File: src/rtl/loader_pkg.sv
// Shared types and defaults for the instruction-memory byte-stream loader.
package loader_pkg;

    localparam int unsigned WORD_W = 32;
    localparam int unsigned LEN_W  = 16;

    localparam logic [7:0] DEF_SYNC_BYTE = 8'hA5;

    typedef enum logic [2:0] {
        ST_IDLE,
        ST_LEN0,
        ST_LEN1,
        ST_DATA,
        ST_WR,
        ST_CHECK,
        ST_DONE,
        ST_ERR
    } state_t;

endpackage

File: src/rtl/inst_loader.sv
// Framed byte-stream loader: assembles LE words, writes them to instruction
// memory, verifies an XOR checksum and holds the core in reset until a good load.
module inst_loader
    import loader_pkg::*;
#(
    parameter logic [31:0] BASE_ADDR = 32'h0000_0000,
    parameter int unsigned ADDR_STEP = 4,
    parameter int unsigned MAX_WORDS = 256,
    parameter logic [7:0]  SYNC_BYTE = DEF_SYNC_BYTE
) (
    input  logic        clk,
    input  logic        rst,
    input  logic [7:0]  in_data,
    input  logic        in_valid,
    output logic        in_ready,
    output logic        load_we,
    output logic [31:0] load_addr,
    output logic [31:0] load_data,
    output logic        core_rst,
    output logic        done,
    output logic        error
);

    state_t             state_q, state_d;
    logic [WORD_W-1:0]  word_q, word_d;
    logic [7:0]         chk_q, chk_d;
    logic [1:0]         idx_q, idx_d;
    logic [LEN_W-1:0]   left_q, left_d;
    logic [WORD_W-1:0]  addr_q, addr_d;
    logic               we_d, core_rst_d, done_d, error_d;
    logic [WORD_W-1:0]  laddr_d, ldata_d;
    logic [LEN_W-1:0]   len_w;
    logic               xfer;

    // The only non-accepting state is the write bubble.
    assign in_ready = (state_q != ST_WR);
    assign xfer     = in_valid & in_ready;

    always_comb begin
        state_d = state_q;
        word_d  = word_q;
        chk_d   = chk_q;
        idx_d   = idx_q;
        left_d  = left_q;
        addr_d  = addr_q;
        we_d    = 1'b0;
        laddr_d = load_addr;
        ldata_d = load_data;
        len_w   = {in_data, left_q[7:0]};

        case (state_q)
            ST_IDLE, ST_DONE, ST_ERR: begin
                if (xfer && in_data == SYNC_BYTE) state_d = ST_LEN0;
            end
            ST_LEN0: begin
                // left_q low byte doubles as LEN_LO storage until LEN_HI arrives
                if (xfer) begin
                    left_d  = LEN_W'(in_data);
                    chk_d   = in_data;
                    state_d = ST_LEN1;
                end
            end
            ST_LEN1: begin
                if (xfer) begin
                    left_d = len_w;
                    chk_d  = chk_q ^ in_data;
                    if (32'(len_w) > MAX_WORDS) begin
                        state_d = ST_ERR;
                    end else if (len_w == '0) begin
                        state_d = ST_CHECK;
                    end else begin
                        state_d = ST_DATA;
                        addr_d  = BASE_ADDR;
                        idx_d   = 2'd0;
                    end
                end
            end
            ST_DATA: begin
                if (xfer) begin
                    word_d[{idx_q, 3'b000} +: 8] = in_data;
                    chk_d = chk_q ^ in_data;
                    idx_d = idx_q + 2'd1;
                    if (idx_q == 2'd3) begin
                        state_d = ST_WR;
                        we_d    = 1'b1;
                        ldata_d = word_d;
                        laddr_d = addr_q;
                    end
                end
            end
            ST_WR: begin
                addr_d  = addr_q + 32'(ADDR_STEP);
                left_d  = left_q - LEN_W'(1);
                state_d = (left_q == LEN_W'(1)) ? ST_CHECK : ST_DATA;
            end
            ST_CHECK: begin
                if (xfer) state_d = (in_data == chk_q) ? ST_DONE : ST_ERR;
            end
            default: state_d = ST_IDLE;
        endcase

        // Status flags follow the destination state so they are registered with it
        core_rst_d = (state_d != ST_DONE);
        done_d     = (state_d == ST_DONE);
        error_d    = (state_d == ST_ERR);
    end

    always_ff @(posedge clk or posedge rst) begin
        if (rst) begin
            state_q   <= ST_IDLE;
            word_q    <= '0;
            chk_q     <= '0;
            idx_q     <= '0;
            left_q    <= '0;
            addr_q    <= BASE_ADDR;
            load_we   <= 1'b0;
            load_addr <= BASE_ADDR;
            load_data <= '0;
            core_rst  <= 1'b1;
            done      <= 1'b0;
            error     <= 1'b0;
        end else begin
            state_q   <= state_d;
            word_q    <= word_d;
            chk_q     <= chk_d;
            idx_q     <= idx_d;
            left_q    <= left_d;
            addr_q    <= addr_d;
            load_we   <= we_d;
            load_addr <= laddr_d;
            load_data <= ldata_d;
            core_rst  <= core_rst_d;
            done      <= done_d;
            error     <= error_d;
        end
    end

endmodule

File: config.mk
export PLATFORM = sky130hd
export DESIGN_NAME = inst_loader
export DESIGN_NICKNAME = d
export VERILOG_FILES = /design/src/rtl/loader_pkg.sv /design/src/rtl/inst_loader.sv
export SDC_FILE = /design/constraint.sdc
export NUM_CORES = 1
export LEC_CHECK = 0
export CORE_MARGIN = 3
export CORE_UTILIZATION = 51
export DETAILED_ROUTE_END_ITERATION = 10
export PLACE_DENSITY = 0.76
export RECOVER_POWER = 50
export REMOVE_ABC_BUFFERS = 1
export SLEW_MARGIN = 5
export SYNTH_ARGS = -nofsm -noshare
export SYNTH_HDL_FRONTEND = slang
export SYNTH_SLANG_ARGS = --single-unit
File: constraint.sdc
create_clock -name clk -period 5.1 [get_ports clk]
set_input_delay 0.765 -clock clk [delete_from_list [all_inputs] [get_ports clk]]
set_output_delay 0.765 -clock clk [all_outputs]
set_load 0.01 [all_outputs]
==> results.txt <==
In the layout the commonest cells are sky130_fd_sc_hd__dfrtp_1 (156), sky130_fd_sc_hd__nand2_1 (77), sky130_fd_sc_hd__o21ai_0 (75). In this run the critical register-to-register path is launched from left_q[5]$_DFFE_PP0P_. The share of cells above drive strength 1 is 10.6%. The fraction of the yosys area taken by sequential cells came out at 51.6%. The total standard cell area after synthesis came out at 0.00761 mm². CTS placed an instance of sky130_fd_sc_hd__clkbuf_16 at the clock tree root. The HPWL after detailed placement came out at 11.7 mm. The worst supply voltage drop on vdd is 0.000260 V. No sink is reached through more buffers than the 2 on the longest clock path. The core area came out at 0.0146 mm². The number of DRC markers after the initial detailed-route iteration came out at 565. The signal on the critical path passes through dlygate4sd3_1, inv_6, clkbuf_1.

The predominant post-synthesis flop cell is sky130_fd_sc_hd__dfrtp_1. The routed length per placed instance is 17.7 µm. The count of state elements after synthesis came out at 157.

The count of hold buffers inserted by post-cts repair came out at 0. The portion of total power attributed to the clock network came out at 29.0%. The layout overhead on the synthesized area is 20.4%. The number of inserted filler cells in the final layout came out at 1,152. The largest stage delay on the critical path is 1600 ps. The maximum clock rate came out at 0.290 GHz. The floorplan die height is 128 µm. The worst reg-to-reg setup slack is 2190 ps.

The max-slew violation total from the final report came out at 78. The origin of the worst setup path is rst. The number of top-level pins is 80. The later-pin clock latency in the skew report came out at 430 ps.

The number of iterations in the first detailed-routing pass came out at 5. The sequential cells in the finished layout cover a total of 0.00393 mm². Along the worst path, the maximum fanout reaches 83. The wire length of the first global-routing pass came out at 30.3 mm. The switching power total is 1.58 mW. The clock skew after layout is 8.69 ps. The post-synthesis compound-gate area fraction is 19.6%. STA classifies the critical path startpoint as an input port. The via count of the first global-routing pass is 6,007. Input and output buffers added on the ports amount to 77. Summing all multi-input logic gate instances after layout gives 0.00345 mm².

Setup repair after global routing left no endpoint under its margin. For this design the static power due to leakage is 4.07 nW. Post-CTS timing repair inserted 0 buffers for setup.

The most common library cell in the layout ignoring fill and taps is sky130_fd_sc_hd__dfrtp_1. The cell internal power dissipation came out at 2.89 mW. Among cell families on the critical path, the largest total delay comes from buffers and inverters. The total clock buffers created by CTS came out at 17. The worst relative slew slack is -43.2%. At the worst endpoint, the required time is 5200 ps. Dividing the detail-routed via count by the number of cells gives 5.97. The number of synthesized flops with an enable pin is 0. The antenna diode count came out at 0. The final setup violation count came out at 0. The die outline area came out at 0.0164 mm².

The count of yosys warnings during synthesis is 0. The number of design rule violations left after detail routing came out at 0. The element type at the critical path end is an asynchronous set/reset pin. The post-layout utilization of the core is 62.8%. The number of buffer and inverter instances along the worst setup path came out at 3. The overall via count from detail_route came out at 6,153. The setup TNS came out at 0 ps. The antenna violation net count after detailed routing is 0.

The reported max-cap violation count came out at 2. The number of H-tree levels came out at 4. The total number of clock tree sinks is 157. The end point of the critical path is addr_q[17]$_DFFE_PP0P_. In this run the core area contains 44 standard-cell rows. The clock period minus final worst setup slack came out at 3450 ps. In this run, the combinational gates consume 30.4% of the power. The number of different library cells in the post-synthesis netlist came out at 63. A synthesized cell averages 9.94 µm². TritonCTS built the clock tree. Registers are responsible for 40.6% of the overall power. The number of hold violations in the final report came out at 0.

The worst hold path belongs to the class reg2reg. The global-route congestion overflow total is 0. For this configuration, the core starts out at a cell density of 52.2%. The cell with the largest stage delay on the worst path is sky130_fd_sc_hd__clkbuf_1. The run finished, with violations left. The CTS clock-pin slew for the worst setup and hold paths is 60 ps.

The simple-gate portion of the synthesized area is 16.6%. The total wire length came out at 18.2 mm. The synthesized netlist devotes 2.99% of its cell area to XOR and XNOR gates. The placer's final routability congestion estimate came out at 0.853. The worst path arrival time came out at 3550 ps.

The share of flip-flops with an asynchronous set or reset after synthesis came out at 100%. Dividing total power by cell area gives a power density of 487 mW/mm². The largest net degree at the start of global routing is 101.

After the last flow step, the layout net total stands at 855. The cell count along the critical path came out at 3. The critical path is of the in2async type. The portion of the clock cycle consumed by the worst path in the final layout is 67.7%.

The final reports fail on max-capacitance violations, max-slew violations. The number of gates resized after CTS was 0. The share of synthesized area spent on multiplexers is 3.98%. The die is 128 µm wide.

The switching share of power is 35.3%. By area, the combinational part of the netlist is dominated by compound AO/OA/AOI/OAI gates. The endpoint identified for the worst register-to-register timing path is addr_q[31]$_DFFE_PP0P_. Synthesis produced 766 cells. The synthesized netlist devotes 1.81% of its cell area to adder and majority cells. In the global route stage, overall resource usage came out at 23.1%. The logic depth of the worst register-to-register path is 6.

For the pin with the worst max-slew slack, the measured transition is 2150 ps. The number of antenna violations at the first check in global routing is 0.
-- area by class of cell --
type                    count  share of cell area, %
clock buffers              20                   4.98
clock inverters            12                   1.57
inverters                  19                  0.833
multi-input cells         546                   37.7
flip-flops and latches    157                   42.9
well taps                 184                   2.51
repair buffers             92                   9.56
-- kinds of logic (layout without fill, tap and decap cells) --
kind of cell	Yosys count	count (layout)
AOI/OAI and AO/OA	230	230
and+or+nand+nor	250	250
muxes	27	27
adders and majority gates	11	11
xor gates and xnor gates	26	26
buffers and inverters	64	143
DFF	157	157
other	1	2
-- how the worst min path moves through the flow --
| stage | start | end | cells after the start |
|---|---|---|---|
| 2_1_floorplan | addr_q[10]$_DFFE_PP0P_ | addr_q[10]$_DFFE_PP0P_ | 1 |
| 3_3_place_gp | load_data[4]$_DFFE_PP0P_ | load_data[4]$_DFFE_PP0P_ | 2 |
| 3_5_place_dp | load_data[4]$_DFFE_PP0P_ | load_data[4]$_DFFE_PP0P_ | 2 |
| 4_1_cts | load_data[4]$_DFFE_PP0P_ | load_data[4]$_DFFE_PP0P_ | 2 |
| 5_1_grt | load_data[11]$_DFFE_PP0P_ | load_data[11]$_DFFE_PP0P_ | 2 |
| 6_report | load_data[4]$_DFFE_PP0P_ | load_data[4]$_DFFE_PP0P_ | 2 |
-- stage by stage --
step	instance area, µm²	instances	total power, mW	setup WS [ps]	hold slack (ps)
after floorplan	7430	722	2.68	102	456
after CTS	9170	1030	4.48	1910	484
after global placement	8560	998	3.10	1510	461
after global routing	9160	1030	4.74	1180	502
final	9160	1030	4.46	1650	470
after detailed placement	8560	998	3.17	1460	469
-- flip-flops by register name, summed over array words and instances (netlist names) --
name       flops
chk_q          8
load_data     32
error          1
done           1
word_q        32
addr_q        30
left_q        16
state_q        3
core_rst       1
load_addr     30
idx_q          2
load_we        1
-- cell usage after synthesis, types with 4 or more instances --
| library cell | number | area [µm²] |
|---|---|---|
| sky130_fd_sc_hd__nand2_1 | 78 | 293 |
| sky130_fd_sc_hd__and2_1 | 9 | 56.3 |
| sky130_fd_sc_hd__a31oi_1 | 4 | 25.0 |
| sky130_fd_sc_hd__xnor2_1 | 22 | 193 |
| sky130_fd_sc_hd__a211oi_2 | 4 | 50.1 |
| sky130_fd_sc_hd__and3_1 | 10 | 62.6 |
| sky130_fd_sc_hd__nor4_1 | 7 | 43.8 |
| sky130_fd_sc_hd__inv_1 | 19 | 71.3 |
| sky130_fd_sc_hd__dfrtp_1 | 156 | 3900 |
| sky130_fd_sc_hd__a22o_1 | 33 | 289 |
| sky130_fd_sc_hd__nor2_1 | 52 | 195 |
| sky130_fd_sc_hd__nor2b_1 | 38 | 238 |
| sky130_fd_sc_hd__o22ai_1 | 11 | 68.8 |
| sky130_fd_sc_hd__nand3_1 | 15 | 75.1 |
| sky130_fd_sc_hd__clkbuf_1 | 41 | 154 |
| sky130_fd_sc_hd__xor2_1 | 4 | 35.0 |
| sky130_fd_sc_hd__a22oi_1 | 4 | 30.0 |
| sky130_fd_sc_hd__nand4_1 | 10 | 62.6 |
| sky130_fd_sc_hd__ha_1 | 11 | 138 |
| sky130_fd_sc_hd__a211oi_1 | 4 | 30.0 |
| sky130_fd_sc_hd__o21ai_0 | 75 | 375 |
| sky130_fd_sc_hd__a21oi_1 | 66 | 330 |
| sky130_fd_sc_hd__nor3_1 | 7 | 35.0 |
| sky130_fd_sc_hd__mux2_2 | 25 | 282 |
| sky130_fd_sc_hd__nand2b_1 | 4 | 25.0 |
| sky130_fd_sc_hd__a31o_2 | 4 | 35.0 |
-- worst reg2reg max path, stage by stage, from the launching register on --
cell	delay [ps]
sky130_fd_sc_hd__dfrtp_1	410
sky130_fd_sc_hd__nor4_2	750
sky130_fd_sc_hd__a31oi_1	320
sky130_fd_sc_hd__or3_4	570
sky130_fd_sc_hd__a21oi_4	290
sky130_fd_sc_hd__nand3_1	130
sky130_fd_sc_hd__mux2_1	320
-- layer usage --
| metal | routed length, µm | track usage [%] | up-vias | part of all wire (%) |
|---|---|---|---|---|
| met3 | 1010 | 5.08 | 29 | 5.5 |
| met1 | 8090 | 31.3 | 3063 | 44 |
| li1 | - | - | 2869 | - |
| met4 | 289 | 6.99 | 0 | 1.6 |
| met2 | 8830 | 37.2 | 192 | 48 |
| met5 | 0 | 0 | - | 0 |
-- power groups by stage --
stage	clock (mW)	combinational [mW]	sequential, mW
detailed placement	0	1.34	1.83
floorplan	0	0.894	1.79
global route	1.37	1.51	1.86
finish	1.29	1.36	1.81
global placement	0	1.29	1.81
CTS	1.31	1.36	1.81
(Power assumes the default switching activity.)
